==> config.mk <==
export PLATFORM = sky130hd
export DESIGN_NAME = pg_loader
export DESIGN_NICKNAME = d
export VERILOG_FILES = /design/src/rtl/pg_loader.sv
export SDC_FILE = /design/constraint.sdc
export NUM_CORES = 1
export LEC_CHECK = 0
export ABC_AREA = 1
export BUFFER_PORTS_ARGS = -buffer_cell sky130_fd_sc_hd__buf_2
export CAP_MARGIN = 20
export CORE_UTILIZATION = 59
export DETAILED_ROUTE_END_ITERATION = 6
export PLACE_DENSITY = 0.87
export SETUP_SLACK_MARGIN = 0.02
export SYNTH_ARGS = -nofsm -noshare
export SYNTH_HDL_FRONTEND = slang
export SYNTH_SLANG_ARGS = --single-unit
==> constraint.sdc <==
create_clock -name clk -period 4 [get_ports clk]
set_input_delay 1.2 -clock clk [delete_from_list [all_inputs] [get_ports clk]]
set_output_delay 1.2 -clock clk [all_outputs]
set_load 0.01 [all_outputs]
==> src/rtl/pg_loader.sv <==
`default_nettype none
// ============================================================================
// Module   : pg_loader
// Purpose  : Byte-stream to program-memory downloader (sync, length, LE words,
//            byte-gap timeout). Define PG_LOADER_CHKSUM_EN for trailing XOR check.
// Revision : 1.0 - initial release
// ============================================================================
module pg_loader #(
    parameter int DATA_W  = 16,
    parameter int ADDR_W  = 16,
    parameter int TIMEOUT = 100000
) (
    input  logic                  clk,
    input  logic                  rst,
    input  logic [7:0]            rx_data,
    input  logic                  rx_valid,
    output logic                  PG_RST,
    output logic [DATA_W/8-1:0]   PG_WEN,
    output logic [DATA_W-1:0]     PG_DIN,
    output logic [ADDR_W-1:0]     PG_ADR,
    output logic                  PG_DONE,
    output logic                  load_err,
    output logic                  busy
);

    localparam int         c_BYTES  = DATA_W / 8;
    localparam int         c_BIDX_W = (c_BYTES > 1) ? $clog2(c_BYTES) : 1;
    localparam int         c_TMO_W  = $clog2(TIMEOUT + 1);
    localparam logic [7:0] c_SYNC   = 8'hA5;

    typedef enum logic [2:0] {
        S_IDLE  = 3'd0,
        S_LEN_L = 3'd1,
        S_LEN_H = 3'd2,
        S_DATA  = 3'd3,
        S_DONE  = 3'd5,
        S_ERR   = 3'd6
`ifdef PG_LOADER_CHKSUM_EN
        ,
        S_CHK   = 3'd4
`endif
    } state_t;

    state_t                state_q, state_d;
    logic [15:0]           cnt_q, cnt_d;
    logic [c_BIDX_W-1:0]   bidx_q, bidx_d;
    logic [DATA_W-1:0]     word_q, word_d;
    logic [DATA_W-1:0]     pg_din_q, pg_din_d;
    logic                  pg_wen_q, pg_wen_d;
    logic [ADDR_W-1:0]     pg_adr_q, pg_adr_d;
    logic                  pg_rst_q, pg_rst_d;
    logic                  done_q, done_d;
    logic                  err_q, err_d;
    logic                  busy_q, busy_d;
    logic [c_TMO_W-1:0]    tmo_q, tmo_d;
`ifdef PG_LOADER_CHKSUM_EN
    logic [7:0]            chk_q, chk_d;
`endif

    logic [DATA_W-1:0]     w_word_next;
    logic [15:0]           w_len;
    logic                  w_fin;
    logic                  w_end_ok;
    logic                  w_end_bad;

    assign w_len = {rx_data, cnt_q[7:0]};

    // Bytes shift in from the top so the first (least significant) byte
    // ends up in the low lane once the word is complete.
    generate
        if (c_BYTES == 1) begin : g_narrow
            assign w_word_next = rx_data;
        end else begin : g_wide
            assign w_word_next = {rx_data, word_q[DATA_W-1:8]};
        end
    endgenerate

    always_comb begin
        state_d   = state_q;
        cnt_d     = cnt_q;
        bidx_d    = bidx_q;
        word_d    = word_q;
        pg_din_d  = pg_din_q;
        pg_wen_d  = 1'b0;
        pg_adr_d  = pg_adr_q;
        pg_rst_d  = pg_rst_q;
        done_d    = done_q;
        err_d     = err_q;
        busy_d    = busy_q;
        tmo_d     = '0;
        w_fin     = 1'b0;
        w_end_ok  = 1'b0;
        w_end_bad = 1'b0;
`ifdef PG_LOADER_CHKSUM_EN
        chk_d     = chk_q;
`endif

        // Address advances in the cycle after the write strobe.
        if (pg_wen_q) begin
            pg_adr_d = pg_adr_q + ADDR_W'(1);
        end

        // busy is high exactly in the in-frame states the timeout guards.
        if (busy_q && !rx_valid) begin
            tmo_d = tmo_q + c_TMO_W'(1);
            if (tmo_q == c_TMO_W'(TIMEOUT - 1)) begin
                w_end_bad = 1'b1;
            end
        end

        if (rx_valid) begin
            case (state_q)
                S_IDLE, S_DONE, S_ERR: begin
                    if (rx_data == c_SYNC) begin
                        state_d  = S_LEN_L;
                        pg_rst_d = 1'b1;
                        done_d   = 1'b0;
                        err_d    = 1'b0;
                        pg_adr_d = '0;
                        busy_d   = 1'b1;
                        bidx_d   = '0;
`ifdef PG_LOADER_CHKSUM_EN
                        chk_d    = 8'h00;
`endif
                    end
                end
                S_LEN_L: begin
                    cnt_d   = {8'h00, rx_data};
                    state_d = S_LEN_H;
                end
                S_LEN_H: begin
                    cnt_d  = w_len;
                    bidx_d = '0;
                    if (w_len == 16'd0) begin
                        w_fin = 1'b1;
                    end else begin
                        state_d = S_DATA;
                    end
                end
                S_DATA: begin
                    word_d = w_word_next;
`ifdef PG_LOADER_CHKSUM_EN
                    chk_d  = chk_q ^ rx_data;
`endif
                    if (bidx_q == c_BIDX_W'(c_BYTES - 1)) begin
                        pg_din_d = w_word_next;
                        pg_wen_d = 1'b1;
                        bidx_d   = '0;
                        cnt_d    = cnt_q - 16'd1;
                        if (cnt_q == 16'd1) begin
                            w_fin = 1'b1;
                        end
                    end else begin
                        bidx_d = bidx_q + c_BIDX_W'(1);
                    end
                end
`ifdef PG_LOADER_CHKSUM_EN
                S_CHK: begin
                    if (rx_data == chk_q) begin
                        w_end_ok = 1'b1;
                    end else begin
                        w_end_bad = 1'b1;
                    end
                end
`endif
                default: begin
                    state_d = S_IDLE;
                end
            endcase
        end

        if (w_fin) begin
`ifdef PG_LOADER_CHKSUM_EN
            state_d = S_CHK;
`else
            w_end_ok = 1'b1;
`endif
        end

        if (w_end_ok) begin
            state_d  = S_DONE;
            done_d   = 1'b1;
            pg_rst_d = 1'b0;
            busy_d   = 1'b0;
        end

        if (w_end_bad) begin
            state_d  = S_ERR;
            err_d    = 1'b1;
            pg_rst_d = 1'b1;
            busy_d   = 1'b0;
        end
    end

    always_ff @(posedge clk or posedge rst) begin
        if (rst) begin
            state_q  <= S_IDLE;
            cnt_q    <= '0;
            bidx_q   <= '0;
            word_q   <= '0;
            pg_din_q <= '0;
            pg_wen_q <= 1'b0;
            pg_adr_q <= '0;
            pg_rst_q <= 1'b1;
            done_q   <= 1'b0;
            err_q    <= 1'b0;
            busy_q   <= 1'b0;
            tmo_q    <= '0;
`ifdef PG_LOADER_CHKSUM_EN
            chk_q    <= 8'h00;
`endif
        end else begin
            state_q  <= state_d;
            cnt_q    <= cnt_d;
            bidx_q   <= bidx_d;
            word_q   <= word_d;
            pg_din_q <= pg_din_d;
            pg_wen_q <= pg_wen_d;
            pg_adr_q <= pg_adr_d;
            pg_rst_q <= pg_rst_d;
            done_q   <= done_d;
            err_q    <= err_d;
            busy_q   <= busy_d;
            tmo_q    <= tmo_d;
`ifdef PG_LOADER_CHKSUM_EN
            chk_q    <= chk_d;
`endif
        end
    end

    assign PG_RST   = pg_rst_q;
    assign PG_WEN   = {c_BYTES{pg_wen_q}};
    assign PG_DIN   = pg_din_q;
    assign PG_ADR   = pg_adr_q;
    assign PG_DONE  = done_q;
    assign load_err = err_q;
    assign busy     = busy_q;

endmodule

`default_nettype wire

==> results of run 1 <==
[registers in the layout, indices dropped and copies added (netlist names), 3 cells and up]
signal / cells
PG_ADR: 16
PG_DIN: 16
cnt_q: 16
state_q: 3
tmo_q: 17
word_q: 8
[cell type report]
type                    instances  area [um^2]  share of cell area [%]
flip-flops and latches         82         2050                    42.3
multi-input cells             386         1900                    39.2
inverters                      78          299                    6.16
repair buffers                 49          260                    5.36
clock buffers                  10          128                    2.63
well taps                      96          120                    2.48
clock inverters                 6         90.1                    1.86
[critical path: stages]
cell	delay (ns)
buf_2	0.15
nor2_1	0.43
inv_1	0.31
nor3_1	0.20
nand3_1	0.17
nand3b_1	0.13
nand2_1	0.08
inv_1	0.07
[cell families after synthesis]
group | synth area share, %
flops | 47.6
compound gates | 11.8
buf+inv | 8.38
simple gates | 29.3
xor+xnor | 1.83
fa+ha+maj | 1.16
[placed cells by master (no fill, tap or decap), drive strengths merged, types with 2 or more instances in the layout]
master	synthesis	final
nand2	132	132
dfrtp	81	81
nor2	80	80
inv	78	78
buf	8	49
o21ai	49	49
nand3	35	35
a21oi	23	23
nor3	21	21
nand4	10	10
clkbuf	1	10
xor2	8	8
o22ai	6	6
nand3b	5	5
ha	4	4
a22oi	3	3
clkinv	0	3
or2	2	2
o211ai	2	2
a32oi	2	2
bufinv	0	2
[routing by layer]
metal	GRT usage (%)	vias to the layer above	wire, um
li1	-	1893	-
met1	34.5	1842	4230
met2	43.3	135	4510
met3	4.74	20	475
met4	9.69	0	164
met5	0	-	0
[stage by stage]
step | instances | instance area [um^2] | power (mW) | utilization, % | setup WS (ns)
after floorplan | 555 | 4320 | 2.03 | - | 0.693
after global placement | 691 | 4630 | 2.29 | 66.7 | 1.25
after detailed placement | 691 | 4630 | 2.33 | 66.7 | 1.22
after CTS | 707 | 4850 | 2.99 | 69.9 | 1.58
after global routing | 707 | 4850 | 3.21 | 69.9 | 1.43
final | 707 | 4850 | 2.99 | 69.9 | 1.56
[worst paths after layout]
kind / start / to / depth (start not counted) / slack [ns]
min in group asynchronous: rst / PG_ADR[15] / 2 / 0.94
worst min-delay path: tmo_q[0] / tmo_q[0] / 1 / 0.47
worst min register to register: tmo_q[0] / tmo_q[0] / 1 / 0.47
worst max-delay path: rx_valid / PG_RST / 8 / 1.56
max in group asynchronous: rst / PG_RST / 3 / 2.37
worst max register to register: state_q[2] / cnt_q[3] / 8 / 1.79
[report_power, final]
group	internal [mW]	switching (mW)	total, mW	leakage, nW
sequential	1.06	0.171	1.23	1.05
combinational	0.389	0.723	1.11	1.33
clock	0.354	0.299	0.653	0.107
total	1.80	1.19	2.99	2.49
==> metrics, run 1 <==
ranking of synthesized cells by area=dfrtp_1 47%, nand2_1 11%, nor2_1 6.6%, inv_1 6.5%, o21ai_0 4.3%; Worst-Margin Slew=0.719 ns; Initial Util=62.1%; first-pass GRT wire length=~16 mm; synth cell count leaders=130 x nand2_1, 81 x dfrtp_1, 76 x nor2_1; ys flop type=dfrtp_1; Post-synth EDFFs=0; CP arrival=2.74 ns; CTS Buffer Depth=2; Hold Buf Count CTS=0; CTS resizes=0; #FFs+latches synth=82; area grow syn2layout=12.4%; nets=621; post-DP HPWL=6.75 mm; Slew Limit Fails=0; Yosys cell types=36; Hold WS=0.469 ns; Die Width=87.5 um; Root Driver=clkbuf_8; DRC=0; Crit. End Element=flop; via count=3890; all-layer global routing usage=26.1%; Final Hold Vio Count=0; post-route clock period utilization=61.0%; via/cell ratio=5.50; RePlAce Congestion=between 0.9 and 1; RSZ-0062 raised after global routing=false; LEAKAGE=2.49 nW; fill count=~540; ys async rst share=100%; syn_area_per_cell=around 7.8 um^2; DR iter-0 viols=310; row cnt=30; Power Dens Cells=617 nW/um^2; Setup TNS=0 ns; CTS Sinks=82; Synthesis Warnings=0; Req. time, crit path=4.30 ns; Fin Clk Skew=0.0147 ns; WL/cell=13.3 um; register area share after synthesis=47.6%; Antenna diodes=0; Clock Pin Slew Worst Setup and Hold Paths=0.09 ns; Post-DRT Antenna Nets=0; Worst setup SP type=primary input; CTS tree=built; most numerous cell in the Yosys netlist=nand2_1; Max-Cap Viols=0; Syn Nets=570; Die ar.=7660 um^2; largest net degree at the start of global routing=43; clk_lat worst skew=0.35 ns; Final Setup Violations=0; total CTS buffers=9; DIE HEIGHT=87.5 um; clock period minus final worst setup slack=2.44 ns; Mapped Area=4320 um^2; maximum fanout along the worst path=11; Post-Syn Instances=roughly 560; Core ar.=a little under 7000 um^2; First-pass DRT Iterations=5; f_max=410 MHz; initial antenna violation count=0; area share of the largest cell type after synthesis=47.0%; Worst slew margin=52.0%; VDD IR max=approximately 0.27 mV; Crit Path Category=primary input to flop; Post-CTS Setup Bufs=0; Total Wirelength=9.38 mm; share of cells above drive strength 1=14.7%; total gr overflow=0; port bufs=between 40 and 50; Synth area leader=dfrtp_1; status=finished clean; htree depth=3; # IOs=49; Worst Hold Class=flop to flop; vias in the first global route=3520
Note: power is estimated with default switching activity, not from simulation.
==> run 2, diff against run 1 <==
==> constraint.sdc (replaced) <==
create_clock -name clk -period 2.5 [get_ports clk]
set_input_delay 0.75 -clock clk [delete_from_list [all_inputs] [get_ports clk]]
set_output_delay 0.75 -clock clk [all_outputs]
set_load 0.01 [all_outputs]
==> metrics, run 2 (same netlist as run 1, synthesis figures left out) <==
status=finished clean; Crit Path Category=flop to flop; Reg with most FFs=tmo_q; critical path, cell by cell=inv_1 > ha_1 > nand2_1 > nor2_1 > nand3_1 > nand2_1 > nand2_1 > nand3_1 > nand2_1 > inv_1; htree depth=3; post-DP HPWL=7.06 mm; VDD IR max=0.476 mV; crit path from=cnt_q[0]; maximum fanout along the worst path=6; largest net degree at the start of global routing=33; all-layer global routing usage=about 28%; CTS resizes=0; CP dominant cell by count=nand2_1; Worst setup SP type=flop; CP Capture Point=state_q[0]; reg2reg start=cnt_q[0]; worst r2r path cells=10; Hold Buf Count CTS=0; Post-CTS Setup Bufs=0; reg-to-reg endpoint=state_q[0]; RePlAce Congestion=0.920; CTS Sinks=about 80; Worst Hold Class=primary input to asynchronous set/reset pin; Fin Clk Skew=0.0203 ns; via/cell ratio=5.55; # IOs=49; Core ar.=6940 um^2; port bufs=48; Crit. End Element=flop; DRC=0; WL/cell=roughly 14 um; area grow syn2layout=12.5%; RSZ-0062 raised after global routing=false; f_max=between 500 and 600 MHz; Die Width=between 80 and 90 um; Setup TNS=0 ns; R2R Setup Slk=0.53 ns; Worst-Margin Slew=approximately 0.6 ns; commonest non-fill, non-tap cell in the layout=nand2_1; initial antenna violation count=0; First-pass DRT Iterations=5; DIE HEIGHT=slightly below 90 um; Slew Limit Fails=0; total gr overflow=0; CP arrival=2.27 ns; LEAKAGE=roughly 2.5 nW; total CTS buffers=9; max reg flops=17; Initial Util=62.1%; Req. time, crit path=2.80 ns; CTS Buffer Depth=2; Hold WS=0.441 ns; clock period minus final worst setup slack=1.97 ns; DR iter-0 viols=~280; Worst slew margin=60.1%; clk_lat worst skew=0.36 ns; CTS tree=built; nets=625; slowest cell delay on critical path=0.43 ns; Final Hold Vio Count=0; post-route clock period utilization=78.9%; row cnt=30; Max-Cap Viols=0; via count=3944; post-layout util=69.9%; first-pass GRT wire length=16.5 mm; Root Driver=clkbuf_8; Clock Pin Slew Worst Setup and Hold Paths=roughly 0.10 ns; Antenna diodes=0; Die ar.=7660 um^2; Power Dens Cells=961 nW/um^2; share of cells above drive strength 1=15.4%; Worst path slowest cell=dfrtp_1; vias in the first global route=3751; commonest cells after routing, fill and taps aside=130 x nand2_1, 81 x dfrtp_1, 76 x nor2_1; Post-DRT Antenna Nets=0; Final Setup Violations=0; Total Wirelength=9.62 mm
-- run 2: cell count changes in the layout (fill, tap and decap cells not counted), moves of 2 or more --
cell and delta:
buf_4 +4, bufinv_16 -2, clkinv_2 -2, clkinvlp_4 +3
-- run 2: worst min-delay path by stage --
stage / start / endpoint / slack, ns / cells after the start
2_1_floorplan: tmo_q[0] / tmo_q[0] / 0.43 / 1
6_report: rst / PG_ADR[2] / 0.44 / 2
3_3_place_gp: PG_DIN[6] / PG_DIN[6] / 0.45 / 2
5_1_grt: rst / PG_ADR[2] / 0.48 / 2
3_5_place_dp: tmo_q[0] / tmo_q[0] / 0.46 / 1
4_1_cts: rst / PG_ADR[2] / 0.45 / 2
-- run 2: per-stage QoR --
step / cells / power (mW) / setup WS (ns) / area [um^2]
after floorplan: 555 / 3.24 / 0.795 / 4320
after global placement: 695 / 3.68 / 0.590 / 4670
after detailed placement: 695 / 3.75 / 0.494 / 4670
after CTS: 711 / 4.66 / 0.563 / 4850
after global routing: 711 / 5.03 / 0.287 / 4850
final: 711 / 4.66 / 0.527 / 4850
-- run 2: cell type report --
type / count / area, um^2
tap: 96 / 120
clock buffer: 9 / 124
multi-input combinational: 386 / 1900
sequential: 82 / 2050
inverter: 78 / 302
clock inverter: 7 / 65.1
fill: 561 / 2090
timing repair buffer: 53 / 290
-- run 2: layer usage --
layer  wire length, um  up-vias  track usage, %  share of wire [%]
met5                 0        -               0                  0
met1              4150     1831            35.4                 43
met3               715       29            6.26                7.4
met4               214        0            10.7                2.2
met2              4540      180            46.7                 47
li1                  -     1904               -                  -
-- run 2: critical path, delay by kind of cell, from the launching register on --
family | cells | cell delay, ns
buffers and inverters | 2 | 0.16
flip-flops | 1 | 0.43
AND/OR/NAND/NOR | 7 | 1.12
adder cells (fa/ha/maj) | 1 | 0.23
-- run 2: report_power, final --
| group | switching (mW) | internal (mW) |
|---|---|---|
| Clock | 0.535 | 0.375 |
| Sequential | 0.268 | 1.69 |
| Combinational | 1.16 | 0.635 |
==> run 3, diff against run 2 <==
--- a/config.mk
+++ b/config.mk
@@ -8,9 +8,9 @@
 export ABC_AREA = 1
 export BUFFER_PORTS_ARGS = -buffer_cell sky130_fd_sc_hd__buf_2
 export CAP_MARGIN = 20
-export CORE_UTILIZATION = 59
+export CORE_UTILIZATION = 53
 export DETAILED_ROUTE_END_ITERATION = 6
-export PLACE_DENSITY = 0.87
+export PLACE_DENSITY = 0.83
 export SETUP_SLACK_MARGIN = 0.02
 export SYNTH_ARGS = -nofsm -noshare
 export SYNTH_HDL_FRONTEND = slang
==> constraint.sdc (replaced) <==
create_clock -name clk -period 1.8 [get_ports clk]
set_input_delay 0.54 -clock clk [delete_from_list [all_inputs] [get_ports clk]]
set_output_delay 0.54 -clock clk [all_outputs]
set_load 0.01 [all_outputs]
==> metrics, run 3 (same netlist as run 1, synthesis figures left out) <==
clk_lat worst skew=roughly 0.36 ns; # IOs=49; Buf+Inv Stages, Crit Path=1; clock period minus final worst setup slack=roughly 1.7 ns; post-DP HPWL=7.50 mm; via count=4120; Die Width=92.2 um; Clock Pin Slew Worst Setup and Hold Paths=0.09 ns; max reg flops=17; RSZ-0062 raised after global routing=true; DIE HEIGHT=92.2 um; Slew Limit Fails=0; fill count=617; area grow syn2layout=19.2%; total gr overflow=0; CP top delay family=simple AND/OR/NAND/NOR gates; RePlAce Congestion=0.960; Setup TNS=0 ns; M1 GR Usage=33.8%; slowest cell delay on critical path=0.45 ns; Req. time, crit path=about 2.0 ns; Die ar.=8510 um^2; CTS tree=built; Multi-input gate area=1930 um^2; Fin Clk Skew=0.0157 ns; Initial Util=55.3%; WL/cell=~14 um; all-layer global routing usage=26.4%; nets=around 650; CTS Buffer Depth=2; commonest non-fill, non-tap cell in the layout=nand2_1; via/cell ratio=5.58; Worst setup SP type=flop; Power Total=7.36 mW; row cnt=32; initial antenna violation count=0; CP arrival=1.90 ns; CTS Sinks=82; DR iter-0 viols=411; CP dominant cell by count=nand2_1; gr busiest metal=met2; Root Driver=clkbuf_8; f_max=approximately 600 MHz; VDD IR max=between 0.6 and 0.7 mV; status=finished clean; first-pass GRT wire length=18.0 mm; Register Area=2060 um^2; Crit. End Element=flop; largest net degree at the start of global routing=34; port bufs=48; critical path, cell by cell=inv_1 > nand2_1 > nor2_2 > nand2_1 > nand3_2 > a21oi_1 > o21ai_0 > nand2_1 > o21ai_0; Post-DRT Antenna Nets=0; Worst slew margin=65.2%; maximum fanout along the worst path=9; Power Dens Cells=1430 nW/um^2; DRC=0; total CTS buffers=9; First-pass DRT Iterations=5; Antenna diodes=0; Reg with most FFs=tmo_q; post-route clock period utilization=92.8%; placed insts=721; Final Hold Vio Count=0; met3 Use GR=around 4.5%; non-filler instance count after layout=738; commonest cells after routing, fill and taps aside=129 x nand2_1, 79 x dfrtp_1, 73 x inv_1; LEAKAGE=2.64 nW; Max-Cap Viols=0; Hold Buf Count CTS=0; Hold WS=0.218 ns; Crit Path Category=flop to flop; Core ar.=7810 um^2; Worst path slowest cell=dfrtp_2; vias in the first global route=4021; share of cells above drive strength 1=about a fifth; Final Setup Violations=0; Total Wirelength=around 10 mm; Worst Hold Class=primary input to asynchronous set/reset pin; met2 GRT Util=a little over two fifths; Worst-Margin Slew=0.521 ns; htree depth=3
run 3: worst register-to-register path: cells and delay by family (launching register included):
family                 cells  cell delay [ns]
AOI/OAI and AO/OA          3             0.41
buffers and inverters      1             0.10
DFF                        1             0.45
and+or+nand+nor            5             0.59
run 3: timing repair:
| item | in CTS | in global routing |
|---|---|---|
| gates resized for setup | 0 | 11 |
| setup endpoints to repair | 0 | 16 |
| buffers inserted | 0 | 2 |
run 3: per-layer routing:
layer | vias up | wire, um
met3 | 47 | 733
met5 | - | 0
met2 | 222 | 5100
met4 | 0 | 361
met1 | 1912 | 4300
li1 | 1939 | -
run 3: metrics by stage:
stage / utilization, % / cell area (um^2) / worst slack, ns
6_report: 65.9 / 5140 / 0.129
5_1_grt: 65.9 / 5140 / -0.0150
4_1_cts: 65.3 / 5100 / 0.0766
3_5_place_dp: 61.9 / 4840 / 0.0933
3_3_place_gp: 61.9 / 4840 / 0.127
2_1_floorplan: - / 4320 / 0.234
run 3: area by class of cell:
class                      instances  area share, %
clock buffer                       9           2.41
clock inverter                     6           2.68
sequential                        82           40.0
tap                              102           2.48
timing repair buffer              75           9.10
inverter                          78           5.86
multi-input combinational        386           37.5
run 3: path summary, 6_finish.rpt:
check / start / endpoint / slack [ns] / cells after the start
min in group clk: rx_data[3] / word_q[11] / 0.43 / 3
max in group asynchronous: rst / PG_RST / 1.04 / 3
setup / recovery: state_q[2] / cnt_q[6] / 0.13 / 9
setup reg to reg: state_q[2] / cnt_q[6] / 0.13 / 9
hold / removal: rst / tmo_q[14] / 0.22 / 2
hold reg to reg: tmo_q[0] / tmo_q[0] / 0.46 / 1
run 3: power by group:
part | total (mW) | internal [mW] | switching [mW]
combinational | 2.86 | 1.10 | 1.76
clock | 1.76 | 1.06 | 0.697
sequential | 2.75 | 2.35 | 0.394
total | 7.36 | 4.51 | 2.85
